## src/rtl/gearbox_pkg.sv

```systemverilog
// Shared gearbox sizing constants and the 33-cycle frame classification.
package gearbox_pkg;

  localparam int GB_SEQ_MAX = 32;
  localparam int GB_BUF_W   = 96;
  localparam int GB_BLOCK_W = 66;
  localparam int GB_WORD_W  = 32;

  localparam int GB_SEQ_W  = 6;
  // Fill arithmetic is one bit wider than the buffer range to expose overflow.
  localparam int GB_FILL_W = 8;

  localparam logic [GB_SEQ_W-1:0] GB_SEQ_LAST = GB_SEQ_W'(GB_SEQ_MAX);

  typedef enum logic [1:0] {
    CYC_A,
    CYC_B,
    CYC_PAUSE
  } gb_cyc_e;

  function automatic gb_cyc_e gb_cycle(input logic [GB_SEQ_W-1:0] seq);
    if (seq == GB_SEQ_LAST) return CYC_PAUSE;
    if (!seq[0])            return CYC_A;
    return CYC_B;
  endfunction

endpackage

```

## src/rtl/tx_gearbox.sv

```systemverilog
// 66-to-32 bit TX gearbox: packs 64b/66b blocks into a 32-bit serializer word stream,
// pausing upstream one cycle in 33. Define TX_GEARBOX_SEQ_OUT_EN to expose o_sequence.
module tx_gearbox
  import gearbox_pkg::*;
(
  input  logic        i_txc,
  input  logic        i_reset,
  input  logic        i_init_done,
  input  logic [63:0] i_txd,
  input  logic [1:0]  i_tx_header,
`ifdef TX_GEARBOX_SEQ_OUT_EN
  output logic [5:0]  o_sequence,
`endif
  output logic        o_tx_pause,
  output logic [31:0] o_txd
);

  localparam logic [GB_FILL_W-1:0] FILL_BLOCK = GB_FILL_W'(GB_BLOCK_W);
  localparam logic [GB_FILL_W-1:0] FILL_WORD  = GB_FILL_W'(GB_WORD_W);
  localparam logic [GB_FILL_W-1:0] FILL_MAX   = GB_FILL_W'(GB_BUF_W);

  logic [GB_SEQ_W-1:0]  seq;
  logic [GB_SEQ_W-1:0]  seq_nxt;
  logic [GB_FILL_W-1:0] fill;
  logic [GB_FILL_W-1:0] fill_app;
  logic [GB_BUF_W-1:0]  gb_buf;
  logic [GB_BUF_W-1:0]  merged;
  logic                 ovf;
  logic                 err_ovf;
  gb_cyc_e              cyc;

  function automatic logic [GB_BUF_W-1:0] buf_insert(
    input logic [GB_BUF_W-1:0]   b,
    input logic [GB_BLOCK_W-1:0] blk,
    input logic [GB_FILL_W-1:0]  at
  );
    return b | ({{(GB_BUF_W-GB_BLOCK_W){1'b0}}, blk} << at);
  endfunction

  always_comb begin
    cyc      = gb_cycle(seq);
    merged   = gb_buf;
    fill_app = fill;
    if (cyc == CYC_A) begin
      merged   = buf_insert(gb_buf, {i_txd, i_tx_header}, fill);
      fill_app = fill + FILL_BLOCK;
    end
    ovf     = (fill_app > FILL_MAX) || (fill_app < FILL_WORD);
    seq_nxt = (cyc == CYC_PAUSE) ? '0 : seq + GB_SEQ_W'(1);
  end

  always_ff @(posedge i_txc or posedge i_reset) begin
    if (i_reset) begin
      seq        <= '0;
      fill       <= '0;
      gb_buf     <= '0;
      o_txd      <= '0;
      o_tx_pause <= 1'b0;
      err_ovf    <= 1'b0;
    end else if (!i_init_done) begin
      seq        <= '0;
      fill       <= '0;
      gb_buf     <= '0;
      o_txd      <= '0;
      o_tx_pause <= 1'b0;
    end else begin
      seq        <= seq_nxt;
      fill       <= fill_app - FILL_WORD;
      gb_buf     <= merged >> GB_WORD_W;
      o_txd      <= merged[GB_WORD_W-1:0];
      o_tx_pause <= (seq_nxt == GB_SEQ_LAST);
      err_ovf    <= err_ovf | ovf;
    end
  end

`ifdef TX_GEARBOX_SEQ_OUT_EN
  assign o_sequence = seq;
`endif

  // Unreachable with correct fill accounting; flags buffer sizing faults.
  err_ovf_never: assert property (@(posedge i_txc) disable iff (i_reset) !err_ovf);

endmodule
```

## config.mk

```make
export PLATFORM = sky130hd
export DESIGN_NAME = tx_gearbox
export DESIGN_NICKNAME = d
export VERILOG_FILES = /design/src/rtl/gearbox_pkg.sv /design/src/rtl/tx_gearbox.sv
export SDC_FILE = /design/constraint.sdc
export NUM_CORES = 1
export LEC_CHECK = 0
export BUFFER_PORTS_ARGS = -buffer_cell sky130_fd_sc_hd__clkbuf_2
export CAP_MARGIN = 40
export CORE_ASPECT_RATIO = 1.4
export CORE_MARGIN = 2
export CORE_UTILIZATION = 40
export CTS_BUF_LIST = sky130_fd_sc_hd__clkbuf_8
export CTS_CLUSTER_SIZE = 12
export DETAILED_ROUTE_END_ITERATION = 10
export PLACE_DENSITY = 0.64
export SETUP_SLACK_MARGIN = 0.02
export SKIP_CTS_REPAIR_TIMING = 1
export SYNTH_ARGS = -nofsm -noshare
export SYNTH_HDL_FRONTEND = slang
export SYNTH_SLANG_ARGS = --single-unit
export TNS_END_PERCENT = 10
```

## constraint.sdc

```tcl
create_clock -name i_txc -period 4.5 [get_ports i_txc]
set_clock_uncertainty 0.1 [all_clocks]
set_input_delay 0.45 -clock i_txc [delete_from_list [all_inputs] [get_ports i_txc]]
set_output_delay 0.45 -clock i_txc [all_outputs]
set_load 0.005 [all_outputs]
```

==> results.yml <==
place:
  detailedPlace.worstSlack_ps: 1328
  portBuffers: 101
  place.gp.congestion: 1.016
  hpwl_um: 23380
setup_path:
  start_kind: "flop"
  crit_arrival_ps: 3340
  worstPathMaxFanout: 49
  crit_type: "reg -> reg"
  critical_path_required_ps: 4690
  endpoint_kind: "flop"
clocking:
  cts_made_buffers: 9
  clockRootBuffer: "clkbuf_8"
  clock_sinks: 110
  worstSkewPairLatency_ps: 400
  htree_levels: 3
  clk_pin_slew_worst_paths_ps: 110
  clock_path_buffers: 2
  cts_tree: "built"
timing:
  finalWorstSetupSlack_ps: 1352
  setup-tns-final_ps: 0
  maxSlewHeadroom: 0.4469
  final.period_utilization: 0.6995
  timing.fmax_mhz: 317.7
  fin_crit_ps: 3148
  hold_violations: 0
  rsz0062_at_grt: "false"
  tightest_slew_ps: 829.7
  finalSetupViolations: 0
  slew_viol_final: 0
cells_and_area:
  diodes: 0
  synthToLayoutAreaGrowth_pct: 10.07
  drive_gt1_frac: 0.3032
  final_nets: 1031
logic_synthesis:
  syn_inst: 900
  synth_cell_types: 71
  yosys_warnings: 0
  syn_area_per_cell_um2: 10.03
  synth.most_common_cell: "dfrtp_1"
  synth.area.top_cells: "dfrtp_1, mux4_2, mux2i_1, mux2_2, nand2_1"
  ys_top_cells_by_count: "dfrtp_1, nand2_1, mux4_2"
  async_flop_share: 1.000
  synth_top_area_cell: "dfrtp_1"
  synth_top_area_share: 0.3048
  synthFlopType: "dfrtp_1"
  syn-cell-area_um2: 9031
  ys_seq_area_frac: 0.3048
  syn_nets: 973
  ys_seq_elements: 110
  synth_edf_count: 0
global_routing:
  antenna_found_initial: 0
  grt_pass1_vias: 7797
  grt_usage: 0.2651
  grt_max_degree: 62
  grt.overflow.total: 0
  grt_pass1_wl_um: 47670
detailed_routing:
  initialDrtViolationCount: 930
  wl_per_cell_um: 24.52
  drc_errors: 0
  vias_per_cell: 6.436
  route.vias.total: 8135
  first_pass_iters: 6
  detail-route-antenna-nets: 0
  drt_wl_total_um: 30990
job:
  max-cap-violations: 0
pwr:
  irDropWorstVdd_mv: 0.1417
  fin_total_pwr_mw: 3.171
  powerDensity_nw_per_um2: 319.0
  leakagePower_nw: 4.059
floorplan:
  die-area_um2: 23810
  core_um2: 22370
  die_height_um: 181.8
  rows: 65
  start_util: 0.4038
  fp.dieW_um: 131.0
  pin_count: 102
hold_path:
  hold_path_class: "in -> async"
run_status:
  outcome: "complete, no violations"
power breakdown:
| group | total (mW) | switching (mW) | internal, mW |
|---|---|---|---|
| logic | 1.35 | 0.799 | 0.556 |
| registers | 1.20 | 0.0907 | 1.11 |
| clock network | 0.612 | 0.354 | 0.258 |
worst max-delay path, stage by stage (launching register included):
cell     delay [ps]
dfrtp_4         890
buf_4           410
buf_4           310
mux4_2          540
mux4_2          500
a22oi_1         180
a21oi_1          90
layout make-up:
class	instances	area [um^2]
Fill cell	2172	12420
Multi-Input combinational cell	692	5779
Sequential cell	110	2765
Timing Repair Buffer	130	764.5
Tap cell	301	376.6
Clock buffer	9	123.9
Clock inverter	7	72.57
Inverter	15	58.81
routing by layer:
metal / GRT usage / vias to the layer above / share of wire
met5: 0 / - / 0
met4: 0.1400 / 0 / 0.055
met3: 0.04626 / 101 / 0.087
met2: 0.4041 / 546 / 0.47
met1: 0.3585 / 3961 / 0.39
li1: - / 3527 / -
cells in the final DEF, fill, tap and decap left out, types with 4 or more instances in the layout:
cell type / instances
o21ai_1: 12
xnor2_1: 8
o21a_1: 7
o22ai_1: 6
and3_1: 9
a221o_1: 6
mux2i_1: 71
a2111oi_0: 4
nor2b_1: 6
a22oi_1: 12
o211ai_1: 13
clkbuf_2: 101
o221ai_1: 4
or2_2: 6
inv_1: 12
a31oi_1: 11
clkbuf_8: 9
buf_4: 25
nor3_1: 5
nand3_1: 21
and2_1: 10
nand2b_1: 11
a211oi_1: 5
dfrtp_1: 106
o21ai_0: 44
nand2_1: 91
mux2_2: 50
a221oi_1: 5
o2111ai_1: 5
ha_1: 4
a21oi_1: 64
mux4_2: 74
o22a_1: 6
nor2_1: 71
sequential cells by signal (all words and copies together), names as in the netlist:
| name | cells |
|---|---|
| gb_buf | 64 |
| o_tx_pause | 1 |
| fill | 7 |
| seq | 6 |
| o_txd | 32 |
logic make-up after synthesis:
family	share of synthesized area
xor gates and xnor gates	0.01067
adders and majority gates	0.005542
DFF	0.3048
muxes	0.3289
and+or+nand+nor	0.1218
buffers and inverters	0.05597
AOI/OAI and AO/OA	0.1723
final timing paths:
kind,startpoint,end,slack (ps),depth (start not counted)
worst max register to register,fill[1]$_DFFE_PP0P_,gb_buf[60]$_DFF_PP0_,1350,6
worst min-delay path,i_reset,gb_buf[41]$_DFF_PP0_,50,2
min in group i_txc,i_txd[62],gb_buf[62]$_DFF_PP0_,350,3
worst min register to register,gb_buf[27]$_DFF_PP0_,o_txd[27]$_DFF_PP0_,370,2
max in group asynchronous,i_reset,fill[3]$_DFFE_PP0P_,3440,3
worst max-delay path,fill[1]$_DFFE_PP0P_,gb_buf[60]$_DFF_PP0_,1350,6
stage by stage:
stage                     utilization  instances  hold slack [ps]  area [um^2]
after global placement         0.4336       1244            345.3         9698
final                          0.4445       1264            46.83         9941
after detailed placement       0.4357       1248            339.2         9744
after floorplan                     -        900            329.6         9031
after CTS                      0.4445       1264            70.50         9941
after global routing           0.4445       1264            98.03         9941
Note: power is estimated with default switching activity, not from simulation.
